[src/rtl/decodificador_velocidad.sv]
// Decodificador de velocidad: recovers a 3-bit speed pattern sent serially,
// one bit per window of a frame, where windows are defined by ranges of the
// frame position counter. Each frame is majority-decoded per window, and
// the block reports a frame as suspect when a window is empty or mixed.
//
// Handshake: valid is a one-clk strobe with no ready; v_dec and err change
// only on that strobe (or, for err, on a timeout) and hold otherwise.
module decodificador_velocidad #(
  parameter int UMBRAL_MEDIO = 250,
  parameter int UMBRAL_ALTO  = 350,
  parameter int CW           = 16
) (
  input  logic       clk,
  input  logic       rst_n,
  input  logic [8:0] contador,
  input  logic       in,
  output logic [2:0] v_dec,
  output logic       valid,
  output logic       err,
  output logic       sync
);

  typedef enum logic {
    S_SYNC = 1'b0,
    S_RUN  = 1'b1
  } state_t;

  localparam logic [8:0] U_MED  = 9'(UMBRAL_MEDIO);
  localparam logic [8:0] U_ALTO = 9'(UMBRAL_ALTO);
  localparam logic [9:0] T_LAST = 10'd1023;

  state_t        state, state_nx;
  logic [8:0]    c_s, c_prev;
  logic [1:0]    win;
  logic          wrap;
  logic          timeout;
  logic [9:0]    tcnt;
  logic [CW-1:0] ones  [3];
  logic [CW-1:0] total [3];
  logic [2:0]    dec;
  logic [2:0]    bad;

  // Delay contador by one clk so it lines up with the serial bit.
  always_ff @(posedge clk or negedge rst_n) begin
    if (!rst_n) begin
      c_s    <= '0;
      c_prev <= '0;
    end else begin
      c_s    <= contador;
      c_prev <= c_s;
    end
  end

  // Window of the current sample, frame-start detection and timeout condition.
  always_comb begin
    win = 2'd0;
    if (c_s >= U_ALTO)      win = 2'd2;
    else if (c_s >= U_MED)  win = 2'd1;
    wrap    = (c_s < c_prev);
    timeout = (state == S_RUN) && !wrap && (tcnt == T_LAST);
  end

  // State register.
  always_ff @(posedge clk or negedge rst_n) begin
    if (!rst_n) state <= S_SYNC;
    else        state <= state_nx;
  end

  // Next state: first wrap locks on, a long gap without wraps drops lock.
  always_comb begin
    state_nx = state;
    case (state)
      S_SYNC:  if (wrap) state_nx = S_RUN;
      S_RUN:   if (timeout) state_nx = S_SYNC;
      default: state_nx = S_SYNC;
    endcase
  end

  assign sync = (state == S_RUN);

  // Count consecutive wrap-free clks while locked.
  always_ff @(posedge clk or negedge rst_n) begin
    if (!rst_n)                           tcnt <= '0;
    else if ((state == S_RUN) && !wrap)   tcnt <= tcnt + 10'd1;
    else                                  tcnt <= '0;
  end

  // Per-window sample counters; a wrap starts a new frame with its own sample.
  always_ff @(posedge clk or negedge rst_n) begin
    if (!rst_n) begin
      for (int w = 0; w < 3; w++) begin
        ones[w]  <= '0;
        total[w] <= '0;
      end
    end else begin
      for (int w = 0; w < 3; w++) begin
        if (wrap) begin
          total[w] <= (win == 2'(w)) ? CW'(1) : '0;
          ones[w]  <= ((win == 2'(w)) && in) ? CW'(1) : '0;
        end else if (timeout) begin
          total[w] <= '0;
          ones[w]  <= '0;
        end else if ((state == S_RUN) && (win == 2'(w))) begin
          if (total[w] != '1)          total[w] <= total[w] + CW'(1);
          if (in && (ones[w] != '1))   ones[w]  <= ones[w] + CW'(1);
        end
      end
    end
  end

  // Strict-majority decode and per-window sanity of the frame being closed.
  always_comb begin
    dec = '0;
    bad = '0;
    for (int w = 0; w < 3; w++) begin
      dec[w] = ({ones[w], 1'b0} > {1'b0, total[w]});
      bad[w] = (total[w] == '0) || ((ones[w] != '0) && (ones[w] != total[w]));
    end
  end

  // Publish the decoded frame on a wrap while locked; flag lost lock on timeout.
  always_ff @(posedge clk or negedge rst_n) begin
    if (!rst_n) begin
      v_dec <= '0;
      err   <= 1'b0;
      valid <= 1'b0;
    end else begin
      valid <= 1'b0;
      if ((state == S_RUN) && wrap) begin
        v_dec <= dec;
        err   <= |bad;
        valid <= 1'b1;
      end else if (timeout) begin
        err <= 1'b1;
      end
    end
  end

endmodule

[config.mk]
export PLATFORM = sky130hd
export DESIGN_NAME = decodificador_velocidad
export DESIGN_NICKNAME = d
export VERILOG_FILES = /design/src/rtl/decodificador_velocidad.sv
export SDC_FILE = /design/constraint.sdc
export NUM_CORES = 1
export LEC_CHECK = 0
export ABC_AREA = 1
export CORE_MARGIN = 1.5
export CORE_UTILIZATION = 40
export DETAILED_ROUTE_END_ITERATION = 6
export PLACE_DENSITY_LB_ADDON = 0.05
export SLEW_MARGIN = 0
export SYNTH_ARGS = -nofsm -noshare
export SYNTH_HDL_FRONTEND = slang
export SYNTH_SLANG_ARGS = --single-unit
[constraint.sdc]
create_clock -name clk -period 4.6 [get_ports clk]
set_clock_uncertainty 0.2 [all_clocks]
set_input_delay 0.69 -clock clk [delete_from_list [all_inputs] [get_ports clk]]
set_output_delay 0.69 -clock clk [all_outputs]
set_load 0.005 [all_outputs]
Word level (Yosys, flattened, before mapping)
Cells that the tools add are included.
{ "totals": {"ff_bits": 130, "in_bits": 12, "wordCells": 121} }
{ "op_classes": {"add_sub_neg": 7, "n_lt_le_gt_ge": 6, "eq_ne": 12, "muxes": 39, "bitwise": 1, "n_reduce_logical": 43} }
{ "ops": {"columns": ["op", "n"], "rows": [
  ["two-way mux 16 bit", 24],
  ["adder 16 x 1 -> 16 bit, second input constant", 6],
  ["!= test 16 bit, second input constant", 6],
  ["> comparator 17 x 16 -> 1 bit", 3],
  ["zero test 16 bit", 3],
  ["!= test 16 bit", 3],
  ["nonzero test 16 bit", 3],
  ["nonzero test 3 bit", 9],
  ["logical AND 1 bit", 15],
  ["two-way mux 1 bit", 12],
  ["AND reduction 2 bit", 6],
  ["adder 10 x 1 -> 10 bit, second input constant", 1],
  ["equality test 10 bit, second input constant", 1],
  ["two-way mux 10 bit", 1],
  ["greater-or-equal comparator 9 x 8 -> 1 bit, second input constant", 1],
  ["greater-or-equal comparator 9 bit, second input constant", 1],
  ["less-than comparator 9 bit", 1],
  ["logical OR 1 bit", 3],
  ["OR reduction 3 bit", 1],
  ["equality test 2 x 1 -> 1 bit, second input constant", 1],
  ["equality test 2 bit, second input constant", 1],
  ["zero test 2 bit", 1],
  ["two-way mux 2 bit", 1],
  ["case mux 1 bit (2 select lines)", 1],
  ["3 further kinds", 3]
]} }

Longest topological paths before layout
Gate-level depths: netlist of run 1.
{ "logic_depth": {"depth_word": 8, "ltp_mapped": 14, "ltp_nobuf": 14} }

Least setup slack after synthesis of run 1
Ideal clock, no wire load.
{ "synth_path": {"path_kind": "register -> register", "from": "reg c_s[8]", "to": "reg total[10] in the netlist's numbering", "arrival_time_ns": 1.794, "required_time_ns": 4.283, "path_slack_ns": 2.489, "stages_incl_launch_ff": 12, "period_less_slack_ns": 2.111, "path_cell_list": "dfrtp_1 ha_1 nand2_1 inv_1 a21oi_1 nand3_2 o21ai_4 inv_2 buf_6 buf_6 nand3_1 nand2_1"} }
{ "synth_between": {"elab_chain_len": 7} }
{ "synth_rtl": {"columns": ["element", "line", "rtl"], "rows": [
  ["start, declared", "33", "logic [8:0] c_s, c_prev;"],
  ["start signal, assigned", "49", "c_s <= contador;"],
  ["greater-or-equal comparator 9 x 8 -> 1 bit", "58", "else if (c_s >= U_MED) win = 2'd1;"],
  ["two-way mux 1 bit", "58", null],
  ["two-way mux 2 bit", "57", "if (c_s >= U_ALTO) win = 2'd2;"],
  ["equality test 2 bit", "103", "end else if ((state == S_RUN) && (win == 2'(w))) begin"],
  ["logical AND 1 bit", "103", null],
  ["nonzero test 3 bit (no source line)", null, null],
  ["AND reduction 2 bit (no source line)", null, null],
  ["end signal, assigned by index", "98", "total[w] <= (win == 2'(w)) ? CW'(1) : '0;"],
  ["end, declared", "39", "logic [CW-1:0] total [3];"]
]} }
Several ways; a longest one is shown, not always the timed one.
A chain may end at the register's enable or synchronous reset.

Worst setup path in the final report of run 1
{ "layout_path": {"from": "reg c_s[8]", "to": "reg ones[16] in the netlist's numbering"} }
{ "layout_between": {"elab_chain_len": 7} }
{ "layout_rtl": {"columns": ["element", "line", "rtl"], "rows": [
  ["greater-or-equal comparator 9 x 8 -> 1 bit", "58", null],
  ["two-way mux 1 bit", "58", null],
  ["two-way mux 2 bit", "57", null],
  ["equality test 2 x 1 -> 1 bit", "99, 103", null],
  ["logical AND 1 bit, on equally long branches", "103, 99", null],
  ["nonzero test 3 bit (no source line) / two-way mux 1 bit (equally long branches)", null, null],
  ["AND reduction 2 bit (no source line) / two-way mux 16 bit (equally long branches)", null, null],
  ["end signal, assigned by index", "99", "ones[w] <= ((win == 2'(w)) && in) ? CW'(1) : '0;"],
  ["end, declared", "38", "logic [CW-1:0] ones [3];"]
]} }
Several ways; a longest one is shown, not always the timed one.

==> flow_metrics.tcl, run 1 <==
set metrics [dict create \
    status "finished, final reports clean" \
    post_cts_buffers 0 \
    cp.required_ns 4.72 \
    r2r_start "c_s[8]$_DFF_PN0_" \
    final_cell_count_no_fill 1828 \
    netSwitchingPower_uw 1040 \
    core_mm2 0.0242 \
    grt_use_total_pct 22.6 \
    syn_inst 1489 \
    switching_share_pct 33.2 \
    timing.reg2reg.setup_slack_ns 1.04 \
    p_int_uw 2090 \
    postCtsHoldBufs 0 \
    antenna_found_initial 0 \
    p_comb_share_pct 15.5 \
    nNetsFinal 1569 \
    ir_drop_mv 0.135 \
    yosysSeqAreaShare_pct 33.0 \
    cts_inserted_buffers 17 \
    met3_length_um 788 \
    grt_pass1_vias 8686 \
    wl_met2_um 12500 \
    vias 8995 \
    cts-resized-gates 0 \
    drv_cap 0 \
    ys_warn_count 0 \
    overflow 0 \
    worstSetupPathType "reg -> reg" \
    critPathLaunchType "flop" \
    die-area_mm2 0.0256 \
    insertion_delay_ns 0.43 \
    wl_per_cell_um 15.2 \
    fin_crit_sh_pct 77.4 \
    crit_arrival_ns 3.68 \
    drtIter0Drc 518 \
    antenna_cells 0 \
    grt_pass1_wl_um 46000 \
    finalWorstSetupSlack_ns 1.04 \
    portBuffers 17 \
    cts.sinks 130 \
    period_needed_ns 3.56 \
    drv_slew 0 \
    top_layer "met4" \
    final_common_cell "nand2_1" \
    cpPeakStageDelay_ns 0.54 \
    synth-seq-cells 130 \
    worst_pin_slew_ns 0.896 \
    setup_tns_ns 0 \
    p_leak_uw 0.00558 \
    die_h_um 160 \
    crit_top_cell "nand2_1" \
    relSlewSlack_pct 40.1 \
    pre_cts_slack_ns 1.06 \
    routed_via_density 4.92 \
    layout-drive-gt1-share_pct 4.32 \
    netlist_area_mm2 0.00987 \
    post_synth.cell_area_avg_um2 6.63 \
    rows 57 \
    final_area_mm2 0.0109 \
    area.growth.synth_to_final_pct 10.2 \
    gp_congestion 0.913 \
    max_freq_mhz 281 \
    slowest_stage "inv_2" \
    ant_nets 0 \
    cts_buffer_depth 2 \
    rsz0062_at_grt "false" \
    dp_cells 1796 \
    synth_cell_type_count 31 \
    hold_violations 0 \
    die_w_um 160 \
    m1WireLength_um 14000 \
    worst-path-max-fanout 36 \
    worstSetupStartpoint "c_s[8]$_DFF_PN0_" \
    clk_pin_slew_worst_paths_ns 0.07 \
    clockPowerShare_pct 44.7 \
    crit_family "simple AND/OR/NAND/NOR gates" \
    crit_chain "ha_1 > nand2_1 > inv_1 > a21oi_1 > nand3_2 > o21ai_4 > inv_2 > nand2_1 > inv_1 > nand2_1 > nand2_1" \
    final_cell_mix "nand2_1, inv_1, nor2_1, dfrtp_1, nand3_1" \
    cts-root-buf "clkbuf_16" \
    h-tree-depth 4 \
    hpwl_um 20800 \
    p_seq_share_pct 39.8 \
    pwr_density_cell_mw_per_mm2 288 \
    drc 0 \
    setup.worst_path.end_class "flop" \
    first_pass_iters 5 \
    cts_tree "built" \
    setup_viol 0 \
    grt_max_degree 72 \
    synthesis.nets 1567 \
    routed_wl_um 27700 \
    hold_path_class "in -> async" \
    io_pins 18 \
    critPathBufInv 3 \
    finish.utilization_pct 44.8 \
    place_area_mm2 0.0103 \
    start_util_pct 40.7 \
]
## flip-flops by register name, summed over array words and instances, names as in the netlist
| signal | flops |
|---|---|
| total | 48 |
| tcnt | 10 |
| ones | 48 |
| c_s | 9 |
| err | 1 |
| v_dec | 3 |
| c_prev | 9 |
| valid | 1 |
| sync | 1 |
## per-stage QoR
step / hold WS, ns / power (uW)
4_1_cts: 0.0892 / 3170
5_1_grt: 0.113 / 3290
3_3_place_gp: 0.170 / 1750
6_report: 0.0529 / 3130
3_5_place_dp: 0.164 / 1750
2_1_floorplan: 0.154 / 1560
## routing by layer
layer	vias up	GRT usage [%]
li1	4680	-
met1	4177	31.5
met2	110	36.7
met3	28	3.19
met4	0	6.03
met5	-	0
## final cells by class
type	count	area (um^2)
clock buffer	17	425
clock inverter	15	180
fill	2586	13400
inverter	203	762
multi-input combinational	1116	5630
sequential	130	3250
tap	324	405
timing repair buffer	23	216
## worst paths after layout
path	end	depth (start not counted)
min	c_s[0]$_DFF_PN0_	1
min reg2reg	c_prev[0]$_DFF_PN0_	0
max reg2reg	ones[16]$_DFFE_PN0P_	11
max in group asynchronous	total[46]$_DFFE_PN0P_	2
max	ones[16]$_DFFE_PN0P_	11
min in group clk	c_prev[0]$_DFF_PN0_	0
## power groups by stage
stage               Clock (uW)  Combinational (uW)  Sequential (uW)
global route              1490                 555             1250
global placement             0                 485             1270
floorplan                    0                 313             1250
CTS                       1430                 487             1250
finish                    1400                 484             1250
detailed placement           0                 484             1270
## synth_stat cells
cell        n  area share (%)
a21o_1      2            0.15
o21ai_1     9            0.46
nor3b_1     5            0.38
o21ai_0    59             3.0
nor2_4      4            0.46
nor4_1      7            0.44
nand3_2     2            0.20
dfrtp_1   130              33
nor2_1    195             7.4
o21ai_4     1            0.16
nor3_1     25             1.3
nor3_2      1            0.10
nand2_1   481              18
xnor2_1     1           0.089
o21a_1      1           0.076
inv_1     199             7.6
buf_6       5            0.57
ha_1       66             8.4
buf_2      23             1.2
inv_2       4            0.15
buf_4       2            0.15
xor2_1     61             5.4
nor2_2      8            0.51
nand4_1    30             1.9
nand3_1   110             5.6
a31oi_1     1           0.063
o211ai_1    5            0.38
clkbuf_1   10            0.38
nand2_2     4            0.25
nand4_2     2            0.25
a21oi_1    36             1.8
## cells by family (layout without fill, tap and decap cells)
family	Yosys count	in the layout	share of synthesized area, %
compound gates	114	114	6.11
buf+inv	243	258	9.99
fa+ha+maj	66	66	8.37
flops	130	130	33.0
xor+xnor	62	62	5.50
simple gates	874	874	37.1
No activity file was read; power rests on OpenSTA's default activity.
==> run 2, diff against run 1 <==
==> constraint.sdc (replaced) <==
create_clock -name clk -period 3.37 [get_ports clk]
set_clock_uncertainty 0.2 [all_clocks]
set_input_delay 0.5055 -clock clk [delete_from_list [all_inputs] [get_ports clk]]
set_output_delay 0.5055 -clock clk [all_outputs]
set_load 0.005 [all_outputs]
==> flow_metrics.tcl, run 2 (synthesis results as in run 1) <==
set metrics [dict create \
    post_cts_buffers 0 \
    worstSetupPathType "reg -> reg" \
    cts.sinks 130 \
    slowest_stage "dfrtp_1" \
    worst-path-max-fanout 18 \
    final_area_mm2 0.0109 \
    power.total_uw 4350 \
    gp_congestion 0.896 \
    drtIter0Drc 528 \
    worstRegToRegCells 11 \
    grt_use_total_pct 22.9 \
    cts_tree "built" \
    drc 0 \
    worst_pin_slew_ns 0.731 \
    cts_buffer_depth 2 \
    min_from "c_s[0]$_DFF_PN0_" \
    hold_violations 0 \
    layout-drive-gt1-share_pct 4.89 \
    area.growth.synth_to_final_pct 11.0 \
    relSlewSlack_pct 51.1 \
    hold_end "c_prev[0]$_DFF_PN0_" \
    cts_inserted_buffers 17 \
    ir_drop_mv 0.253 \
    antenna_cells 0 \
    fin_crit_sh_pct 82.6 \
    overflow 0 \
    grt_pass1_wl_um 46700 \
    r2r_start "c_s[8]$_DFF_PN0_" \
    setup.worst_path.end_class "flop" \
    die-area_mm2 0.0256 \
    h-tree-depth 4 \
    cp.required_ns 3.47 \
    routed_wl_um 27800 \
    cts-root-buf "clkbuf_16" \
    ant_nets 0 \
    r2r_end "ones[35]$_DFFE_PN0P_" \
    core_mm2 0.0242 \
    wl_per_cell_um 15.1 \
    crit_family "simple AND/OR/NAND/NOR gates" \
    p_leak_uw 0.00563 \
    antenna_found_initial 0 \
    hpwl_um 21000 \
    largestRegisters "ones (48), total (48), tcnt (10)" \
    rows 57 \
    final_common_cell "nand2_1" \
    vias 9119 \
    rsz0062_at_grt "false" \
    pwr_density_cell_mw_per_mm2 397 \
    grt_pass1_vias 8945 \
    setup_viol 0 \
    period_needed_ns 2.78 \
    drv_cap 0 \
    final_cell_count_no_fill 1838 \
    timing.reg2reg.setup_slack_ns 0.59 \
    critPathBufInv 2 \
    min_path_cells 0 \
    io_pins 18 \
    start_util_pct 40.7 \
    setup_tns_ns 0 \
    max_freq_mhz 359 \
    hold_path_class "reg -> reg" \
    crit_top_cell "nand2_1" \
    clk_pin_slew_worst_paths_ns 0.07 \
    grt_max_degree 69 \
    portBuffers 17 \
    die_w_um 160 \
    status "finished, final reports clean" \
    critPathLaunchType "flop" \
    cts-resized-gates 0 \
    crit_arrival_ns 2.89 \
    die_h_um 160 \
    first_pass_iters 5 \
    drv_slew 0 \
    finish.utilization_pct 45.2 \
    insertion_delay_ns 0.43 \
    routed_via_density 4.96 \
    final_cell_mix "nand2_1, inv_1, nor2_1, dfrtp_1, nand3_1" \
    cpPeakStageDelay_ns 0.42 \
    nNetsFinal 1579 \
    place_area_mm2 0.0103 \
    crit_chain "ha_1 > nand2_1 > nor2_1 > nand3_1 > nand3_2 > o21ai_4 > inv_2 > buf_4 > nand2_2 > nand2_1 > o21ai_0" \
    dp_cells 1805 \
]
[run 2: cell types whose count changed in the layout (fill, tap and decap cells not counted), moves of 2 or more]
cell and delta:
clkinv_8 -5, buf_4 +9, bufinv_16 +2, inv_6 +3
[run 2: power breakdown]
group / switching, uW / leakage, uW / internal, uW
registers: 76.9 / 0.00175 / 1620
logic: 452 / 0.00358 / 239
clock network: 828 / 0.000302 / 1130
[run 2: worst reg2reg max path: stages (launching register included)]
cell and delay, ns:
dfrtp_1 0.42, ha_1 0.32, nand2_1 0.07, nor2_1 0.14
nand3_1 0.12, nand3_2 0.13, o21ai_4 0.14, inv_2 0.33
buf_4 0.33, nand2_2 0.26, nand2_1 0.12, o21ai_0 0.08
[run 2: per-stage QoR]
step | setup slack, ns | hold slack (ns)
floorplan | 1.26 | 0.00991
global placement | 0.649 | 0.171
detailed placement | 0.577 | 0.173
CTS | 0.558 | 0.189
global route | 0.285 | 0.204
finish | 0.587 | 0.181
[run 2: repair_timing]
item,CTS,global route
hold buffers,1,0
hold endpoints to repair,65,0
setup endpoints to repair,0,0
[run 2: final cells by class]
cell class	instances	area [um^2]
Clock buffer	17	425
Inverter	203	762
Timing Repair Buffer	33	294
Tap cell	324	405
Fill cell	2552	13300
Multi-Input combinational cell	1116	5630
Sequential cell	130	3250
Clock inverter	15	180
[run 2: routing by layer]
| metal | wire length (um) | track usage [%] | share of wire [%] |
|---|---|---|---|
| met5 | 0 | 0 | 0 |
| met4 | 328 | 5.23 | 1.2 |
| met3 | 864 | 3.01 | 3.1 |
| met2 | 12800 | 38.1 | 46 |
| met1 | 13800 | 31.5 | 50 |
[run 2: how the worst max path moves through the flow]
stage                            end        startpoint  cells after the start
6_report        ones[35]$_DFFE_PN0P_  c_s[8]$_DFF_PN0_                     11
5_1_grt         ones[35]$_DFFE_PN0P_  c_s[8]$_DFF_PN0_                     11
4_1_cts         ones[35]$_DFFE_PN0P_  c_s[8]$_DFF_PN0_                     11
3_5_place_dp    ones[35]$_DFFE_PN0P_  c_s[8]$_DFF_PN0_                     11
3_3_place_gp    ones[35]$_DFFE_PN0P_  c_s[8]$_DFF_PN0_                     11
2_1_floorplan  total[10]$_DFFE_PN0P_  c_s[8]$_DFF_PN0_                     11
